[src/rtl/ir_nec_pkg.sv]
// Shared NEC decoder types: FSM states, remote key codes and the drive codes
// consumed by the UART stage, plus the time-to-cycles helper.
package ir_nec_pkg;

    typedef enum logic [2:0] {
        ST_IDLE,
        ST_LEAD_MARK,
        ST_LEAD_SPACE,
        ST_BIT_MARK,
        ST_BIT_SPACE,
        ST_TRAIL_MARK
    } nec_state_t;

    localparam logic [7:0] KEY_STOP     = 8'h12;
    localparam logic [7:0] KEY_LEFT     = 8'h04;
    localparam logic [7:0] KEY_RIGHT    = 8'h06;
    localparam logic [7:0] KEY_FWD_SLOW = 8'h01;
    localparam logic [7:0] KEY_FWD_MED  = 8'h02;
    localparam logic [7:0] KEY_FWD_FAST = 8'h03;
    localparam logic [7:0] KEY_REVERSE  = 8'h08;
    localparam logic [7:0] KEY_LREVERSE = 8'h07;
    localparam logic [7:0] KEY_RREVERSE = 8'h09;

    localparam logic [3:0] CTRL_STOP     = 4'b0000;
    localparam logic [3:0] CTRL_LEFT     = 4'b0001;
    localparam logic [3:0] CTRL_RIGHT    = 4'b0010;
    localparam logic [3:0] CTRL_FWD_SLOW = 4'b0011;
    localparam logic [3:0] CTRL_FWD_MED  = 4'b0100;
    localparam logic [3:0] CTRL_FWD_FAST = 4'b0101;
    localparam logic [3:0] CTRL_REVERSE  = 4'b0110;
    localparam logic [3:0] CTRL_LREVERSE = 4'b0111;
    localparam logic [3:0] CTRL_RREVERSE = 4'b1000;

    // Time is given in microseconds so the sub-millisecond windows stay integral.
    function automatic int unsigned ms_to_cycles(input longint unsigned clk_hz,
                                                 input longint unsigned us);
        return 32'((clk_hz / 64'd1000) * us / 64'd1000);
    endfunction

endpackage

[src/rtl/ir_nec_decoder_if.sv]
// Bundle of the raw IR input and the decoded results of the NEC decoder.
interface ir_nec_decoder_if;
    logic       ir_in;
    logic [7:0] cmd_code;
    logic [7:0] addr_code;
    logic       frame_valid;
    logic       repeat_pulse;
    logic       frame_err;
    logic [3:0] state_control;

    modport master (
        input  ir_in,
        output cmd_code, addr_code, frame_valid, repeat_pulse, frame_err, state_control
    );

    modport slave (
        output ir_in,
        input  cmd_code, addr_code, frame_valid, repeat_pulse, frame_err, state_control
    );
endinterface

[src/rtl/ir_pulse_timer.sv]
// Synchronizes the IR line, flags its edges and measures how long each level lasts.
module ir_pulse_timer (
    input  logic        clk,
    input  logic        rst_n,
    input  logic        ir_in,
    output logic        rise,
    output logic        fall,
    output logic [23:0] width
);
    logic sync1, sync2, prev;

    // Flops reset to the idle-high level so reset release never fakes an edge.
    always_ff @(posedge clk or negedge rst_n) begin
        if (!rst_n) begin
            sync1 <= 1'b1;
            sync2 <= 1'b1;
            prev  <= 1'b1;
        end else begin
            sync1 <= ir_in;
            sync2 <= sync1;
            prev  <= sync2;
        end
    end

    assign rise = sync2 & ~prev;
    assign fall = ~sync2 & prev;

    // Reloading 1 counts the edge cycle itself, so the value seen at the next edge is the level width.
    always_ff @(posedge clk or negedge rst_n) begin
        if (!rst_n) begin
            width <= '0;
        end else if (rise || fall) begin
            width <= 24'd1;
        end else if (width != '1) begin
            width <= width + 24'd1;
        end
    end
endmodule

[src/rtl/ir_nec_decoder.sv]
// NEC IR frame decoder: validates frames and repeats, maps commands to a drive
// code and falls back to STOP when the remote goes silent.
module ir_nec_decoder
    import ir_nec_pkg::*;
#(
    parameter int unsigned CLK_FREQ_HZ = 50_000_000,
    parameter int unsigned HOLD_MS     = 150,
    parameter bit          ADDR_CHECK  = 1'b0,
    parameter logic [7:0]  ADDR_MATCH  = 8'h00
) (
    input logic              clk,
    input logic              rst_n,
    ir_nec_decoder_if.master bus
);
    localparam longint unsigned HZ = 64'(CLK_FREQ_HZ);
    localparam logic [23:0] LEAD_MARK_MIN  = 24'(ms_to_cycles(HZ, 8000));
    localparam logic [23:0] LEAD_MARK_MAX  = 24'(ms_to_cycles(HZ, 10000));
    localparam logic [23:0] LEAD_SPACE_MIN = 24'(ms_to_cycles(HZ, 4000));
    localparam logic [23:0] LEAD_SPACE_MAX = 24'(ms_to_cycles(HZ, 5000));
    localparam logic [23:0] RPT_SPACE_MIN  = 24'(ms_to_cycles(HZ, 2000));
    localparam logic [23:0] RPT_SPACE_MAX  = 24'(ms_to_cycles(HZ, 2500));
    localparam logic [23:0] SHORT_MIN      = 24'(ms_to_cycles(HZ, 300));
    localparam logic [23:0] SHORT_MAX      = 24'(ms_to_cycles(HZ, 800));
    localparam logic [23:0] ONE_MIN        = 24'(ms_to_cycles(HZ, 1300));
    localparam logic [23:0] ONE_MAX        = 24'(ms_to_cycles(HZ, 2000));
    localparam logic [23:0] TIMEOUT_CYC    = 24'(ms_to_cycles(HZ, 12000));
    localparam logic [31:0] HOLD_CYC       = ms_to_cycles(HZ, 64'(HOLD_MS) * 64'd1000);

    function automatic logic in_win(input logic [23:0] w, input logic [23:0] lo,
                                    input logic [23:0] hi);
        return (w >= lo) && (w <= hi);
    endfunction

    nec_state_t  state, state_next;
    logic        rise, fall;
    logic [23:0] width;
    logic [31:0] shift_reg, hold_cnt;
    logic [4:0]  bit_cnt;
    logic        repeat_flag, repeat_next, frame_seen, recent, frame_ok;
    logic        accept_frame, accept_repeat, reject, shift_en, shift_bit, clear_bits;
    logic        map_hit;
    logic [3:0]  map_ctrl;
    logic [7:0]  cmd_q, addr_q;
    logic [3:0]  ctrl_q;
    logic        valid_q, repeat_q, err_q;

    ir_pulse_timer u_timer (
        .clk   (clk),
        .rst_n (rst_n),
        .ir_in (bus.ir_in),
        .rise  (rise),
        .fall  (fall),
        .width (width)
    );

    // With the timeout disabled, any earlier accepted frame keeps repeats legal.
    assign recent   = (HOLD_MS == 0) ? frame_seen : (hold_cnt != '0);
    assign frame_ok = (shift_reg[15:8] == ~shift_reg[7:0]) &&
                      (shift_reg[31:24] == ~shift_reg[23:16]) &&
                      (!ADDR_CHECK || (shift_reg[7:0] == ADDR_MATCH));

    always_ff @(posedge clk or negedge rst_n) begin
        if (!rst_n) state <= ST_IDLE;
        else        state <= state_next;
    end

    always_comb begin
        state_next    = state;
        repeat_next   = repeat_flag;
        accept_frame  = 1'b0;
        accept_repeat = 1'b0;
        reject        = 1'b0;
        shift_en      = 1'b0;
        shift_bit     = 1'b0;
        clear_bits    = 1'b0;
        if (state != ST_IDLE && !rise && !fall && width > TIMEOUT_CYC) begin
            reject     = 1'b1;
            state_next = ST_IDLE;
        end else begin
            case (state)
                ST_IDLE: if (fall) state_next = ST_LEAD_MARK;
                ST_LEAD_MARK: if (rise) begin
                    if (in_win(width, LEAD_MARK_MIN, LEAD_MARK_MAX)) state_next = ST_LEAD_SPACE;
                    else begin reject = 1'b1; state_next = ST_IDLE; end
                end
                ST_LEAD_SPACE: if (fall) begin
                    if (in_win(width, LEAD_SPACE_MIN, LEAD_SPACE_MAX)) begin
                        state_next  = ST_BIT_MARK;
                        repeat_next = 1'b0;
                        clear_bits  = 1'b1;
                    end else if (in_win(width, RPT_SPACE_MIN, RPT_SPACE_MAX)) begin
                        state_next  = ST_TRAIL_MARK;
                        repeat_next = 1'b1;
                    end else begin
                        reject = 1'b1; state_next = ST_IDLE;
                    end
                end
                ST_BIT_MARK: if (rise) begin
                    if (in_win(width, SHORT_MIN, SHORT_MAX)) state_next = ST_BIT_SPACE;
                    else begin reject = 1'b1; state_next = ST_IDLE; end
                end
                ST_BIT_SPACE: if (fall) begin
                    if (in_win(width, SHORT_MIN, SHORT_MAX)) shift_en = 1'b1;
                    else if (in_win(width, ONE_MIN, ONE_MAX)) begin
                        shift_en  = 1'b1;
                        shift_bit = 1'b1;
                    end else begin
                        reject = 1'b1; state_next = ST_IDLE;
                    end
                    if (shift_en) state_next = (bit_cnt == 5'd31) ? ST_TRAIL_MARK : ST_BIT_MARK;
                end
                ST_TRAIL_MARK: if (rise) begin
                    state_next = ST_IDLE;
                    if (!in_win(width, SHORT_MIN, SHORT_MAX)) reject = 1'b1;
                    else if (repeat_flag) begin
                        if (recent) accept_repeat = 1'b1;
                        else        reject = 1'b1;
                    end else if (frame_ok) accept_frame = 1'b1;
                    else reject = 1'b1;
                end
                default: state_next = ST_IDLE;
            endcase
        end
    end

    always_comb begin
        map_hit  = 1'b1;
        map_ctrl = CTRL_STOP;
        case (shift_reg[23:16])
            KEY_STOP:     map_ctrl = CTRL_STOP;
            KEY_LEFT:     map_ctrl = CTRL_LEFT;
            KEY_RIGHT:    map_ctrl = CTRL_RIGHT;
            KEY_FWD_SLOW: map_ctrl = CTRL_FWD_SLOW;
            KEY_FWD_MED:  map_ctrl = CTRL_FWD_MED;
            KEY_FWD_FAST: map_ctrl = CTRL_FWD_FAST;
            KEY_REVERSE:  map_ctrl = CTRL_REVERSE;
            KEY_LREVERSE: map_ctrl = CTRL_LREVERSE;
            KEY_RREVERSE: map_ctrl = CTRL_RREVERSE;
            default:      map_hit  = 1'b0;
        endcase
    end

    // An accept takes priority over a simultaneous hold expiry and restarts the timer.
    always_ff @(posedge clk or negedge rst_n) begin
        if (!rst_n) begin
            shift_reg   <= '0;
            bit_cnt     <= '0;
            repeat_flag <= 1'b0;
            frame_seen  <= 1'b0;
            hold_cnt    <= '0;
            cmd_q       <= '0;
            addr_q      <= '0;
            ctrl_q      <= CTRL_STOP;
            valid_q     <= 1'b0;
            repeat_q    <= 1'b0;
            err_q       <= 1'b0;
        end else begin
            valid_q     <= accept_frame;
            repeat_q    <= accept_repeat;
            err_q       <= reject;
            repeat_flag <= repeat_next;
            if (shift_en) shift_reg <= {shift_bit, shift_reg[31:1]};
            if (clear_bits)    bit_cnt <= '0;
            else if (shift_en) bit_cnt <= bit_cnt + 5'd1;
            if (accept_frame) begin
                cmd_q      <= shift_reg[23:16];
                addr_q     <= shift_reg[7:0];
                frame_seen <= 1'b1;
                if (map_hit) ctrl_q <= map_ctrl;
            end
            if (accept_frame || accept_repeat) begin
                hold_cnt <= HOLD_CYC;
            end else if (hold_cnt != '0) begin
                hold_cnt <= hold_cnt - 32'd1;
                if (hold_cnt == 32'd1) ctrl_q <= CTRL_STOP;
            end
        end
    end

    assign bus.cmd_code      = cmd_q;
    assign bus.addr_code     = addr_q;
    assign bus.state_control = ctrl_q;
    assign bus.frame_valid   = valid_q;
    assign bus.repeat_pulse  = repeat_q;
    assign bus.frame_err     = err_q;
endmodule
[src/flat_wrapper.sv]
// flat-port wrapper written by rule: the top's interface ports become plain ports
module ir_nec_decoder_flat import ir_nec_pkg::*;
#(
    parameter int unsigned CLK_FREQ_HZ = 50_000_000,
    parameter int unsigned HOLD_MS     = 150,
    parameter bit          ADDR_CHECK  = 1'b0,
    parameter logic [7:0]  ADDR_MATCH  = 8'h00
)
  (clk, rst_n, bus_ir_in, bus_cmd_code, bus_addr_code, bus_frame_valid, bus_repeat_pulse, bus_frame_err, bus_state_control);
  ir_nec_decoder_if bus_i ();
  input logic clk;
  input logic rst_n;
  input wire logic [$bits(bus_i.ir_in)-1:0] bus_ir_in;
  output wire logic [$bits(bus_i.cmd_code)-1:0] bus_cmd_code;
  output wire logic [$bits(bus_i.addr_code)-1:0] bus_addr_code;
  output wire logic [$bits(bus_i.frame_valid)-1:0] bus_frame_valid;
  output wire logic [$bits(bus_i.repeat_pulse)-1:0] bus_repeat_pulse;
  output wire logic [$bits(bus_i.frame_err)-1:0] bus_frame_err;
  output wire logic [$bits(bus_i.state_control)-1:0] bus_state_control;
  assign bus_i.ir_in = bus_ir_in;
  assign bus_cmd_code = bus_i.cmd_code;
  assign bus_addr_code = bus_i.addr_code;
  assign bus_frame_valid = bus_i.frame_valid;
  assign bus_repeat_pulse = bus_i.repeat_pulse;
  assign bus_frame_err = bus_i.frame_err;
  assign bus_state_control = bus_i.state_control;
  ir_nec_decoder #(.CLK_FREQ_HZ(CLK_FREQ_HZ), .HOLD_MS(HOLD_MS), .ADDR_CHECK(ADDR_CHECK), .ADDR_MATCH(ADDR_MATCH)) u_core (.clk(clk), .rst_n(rst_n), .bus(bus_i));
endmodule
[config.mk]
export PLATFORM = sky130hd
export DESIGN_NAME = ir_nec_decoder_flat
export DESIGN_NICKNAME = d
export VERILOG_FILES = /design/src/rtl/ir_nec_pkg.sv /design/src/rtl/ir_nec_decoder_if.sv /design/src/rtl/ir_pulse_timer.sv /design/src/rtl/ir_nec_decoder.sv /design/src/flat_wrapper.sv
export SDC_FILE = /design/constraint.sdc
export NUM_CORES = 1
export LEC_CHECK = 0
export ABC_AREA = 1
export CORE_ASPECT_RATIO = 0.9
export CORE_MARGIN = 3
export CORE_UTILIZATION = 38
export DETAILED_ROUTE_END_ITERATION = 7
export GPL_TIMING_DRIVEN = 0
export SLEW_MARGIN = 0
export SYNTH_ARGS = -nofsm -noshare
export SYNTH_HDL_FRONTEND = slang
export SYNTH_SLANG_ARGS = --single-unit
[constraint.sdc]
create_clock -name clk -period 4.1 [get_ports clk]
set_input_delay 0.41 -clock clk [delete_from_list [all_inputs] [get_ports clk]]
set_output_delay 0.41 -clock clk [all_outputs]
set_load 0.01 [all_outputs]
==> run metrics <==
initial antenna violation count=0; Via Count=7135; Max-Cap Viols=0; CP endpoint=u_core.u_timer.width[17]; die span in y=141 um; Hold Path Class=reg -> reg; Least-Margin Pin Slew=650 ps; Vias/cell=5.16; WHS=356 ps; port buffer count=25; Total Power=3.08 mW; Synth Register Bits=123; worst rel slew slack=56.3%; P per Cell Area=344 nW/um2; fin util=45.8%; H-tree depth=4; Crit Path Max Fanout=10; CTS-repair resized insts=0; Worst Skew=10.2 ps; Setup TNS=0 ps; critical path endpoint category=register; First-pass DRT Iterations=5; clk sink count=123; Die ar.=22100 um2; Synth cell types=45; total CTS buffers=17; dominant cells by area after synthesis=dfrtp_1 (39%), nand2_1 (13%), nor2_1 (7.7%); first-pass GRT wire length=34000 um; DRC=0; CTS tree=yes; sequential area share after synthesis=39.9%; critical path startpoint category=register; Final WS setup=1860 ps; post-route antenna net violation count=0; gr ovfl total=0; Layout area overhead=16.1%; critical path class=reg -> reg; diode count=0; Period Utilization, post-route=54.7%; commonest cells in the netlist=nand2_1 (260), nor2_1 (158), dfrtp_1 (120), inv_1 (117), nand3_1 (87); worst path arrival time=2610 ps; gr busiest metal=met2; post-layout min period=2240 ps; max frequency=0.446 GHz; Top FF cell, synth=dfrtp_1; R2R setup slack=1860 ps; clk_lat worst skew=430 ps; Worst Path Required=4460 ps; final wirelength=20300 um; unrepaired setup endpoints after global routing=false; starting density of the core=39.4%; Synth area leader=dfrtp_1; Clock Path Buffers=2; hold-fix buffers at CTS=1; Place WS=1880 ps; count leader, synth=nand2_1; FP Rows=48; # Post-CTS Setup Buffers=0; RD Place Congestion=0.929; worst setup path startpoint=u_core.u_timer.sync2; Final Max Slew Viols=0; nets=1132; vias in the first global route=6773; DP HPWL=14900 um; IO Pins=26; Max VDD drop=0.000268 V; number of synthesized flops with an enable pin=0; GR Util met2=29.5%; Worst-path clk slew=70 ps; outcome=complete, no violations; Final Hold Fails=0; Post-Syn Area=7720 um2; reg2reg end=u_core.u_timer.width[17]; synthesized netlist cell count=1074; met1 Use GR=27.3%; RR Startpoint=u_core.u_timer.sync2; Iter 0 DRT Violations=633; wire per inst=14.7 um; met3 Usage GRT=3.53%; # setup viols final=0; largest net degree at the start of global routing=97; die width=156 um; Syn Area/Cell=7.19 um2; Pleak=4.48 nW; r2r worst-path depth=6; clock root buffer=clkbuf_16; async set-reset flop share out of synthesis=100%; layout cell share with drive strength beyond 1=12.4%; Total GRT Usage=19.2%; Synth top area share=38.9%; synthesized net count=1086; CORE AREA=19600 um2; YS warnings=0
[kinds of logic after synthesis]
logic type,share of synthesized area (%)
flops,39.9
fa+ha+maj,1.46
compound gates,9.19
xor+xnor,3.06
buf+inv,8.80
simple gates,37.6
[per-layer routing]
| layer | share of wire [%] | vias up |
|---|---|---|
| li1 | - | 3568 |
| met5 | 0 | - |
| met4 | 2.0 | 0 |
| met3 | 4.9 | 40 |
| met1 | 49 | 3308 |
| met2 | 44 | 219 |
[per-stage QoR]
stage | instance area (um2) | cells
finish | 8960 | 1383
global route | 8960 | 1383
CTS | 8960 | 1383
detailed placement | 8310 | 1350
global placement | 8280 | 1349
floorplan | 7720 | 1074
[critical path, stage by stage (launching register included)]
cell and delay, ps:
dfstp_2 540, inv_1 40, ha_1 370, clkbuf_1 460, clkbuf_1 440, o21ai_0 170, a21oi_1 150
[power by group]
group          switching, mW  internal, mW  leakage [nW]
combinational          0.116        0.0480          2.48
sequential            0.0167          1.23          1.70
clock                  0.640          1.03         0.307
[final cells by class]
class,instances,area [um2]
fillers,1976,10600
multi-input cells,794,3960
flip-flops and latches,123,3080
inverters,134,505
clock buffers,17,425
well taps,250,313
repair buffers,27,289
clock inverters,15,213
plain buffers,23,174
[layout by cell type, fill, tap and decap left out, types with 8 or more instances in the layout]
| cell type | count |
|---|---|
| o21ai_1 | 11 |
| clkdlybuf4s50_1 | 24 |
| buf_6 | 8 |
| nand2_2 | 12 |
| a21oi_1 | 26 |
| o21ai_2 | 16 |
| xor2_1 | 20 |
| inv_1 | 117 |
| o21ai_0 | 53 |
| ha_1 | 9 |
| nand3_1 | 87 |
| nand3b_1 | 8 |
| nor2_1 | 158 |
| dfrtp_1 | 120 |
| nand2_1 | 260 |
| nor3_1 | 38 |
| nand4_1 | 25 |
| inv_2 | 15 |
| nor2_2 | 13 |
| clkbuf_16 | 17 |
[worst min path at each step]
| stage | slack, ps | cells after the start | startpoint | to |
|---|---|---|---|---|
| after floorplan | 110 | 0 | rst_n | u_core.bit_cnt[0] |
| after detailed placement | 300 | 1 | rst_n | u_core.bus.addr_code[0] |
| final | 360 | 0 | u_core.u_timer.sync1 | u_core.u_timer.sync2 |
| after global routing | 360 | 0 | u_core.u_timer.sync1 | u_core.u_timer.sync2 |
| after CTS | 360 | 0 | u_core.u_timer.sync1 | u_core.u_timer.sync2 |
| after global placement | 350 | 0 | u_core.u_timer.sync1 | u_core.u_timer.sync2 |
No activity file was read; power rests on OpenSTA's default activity.
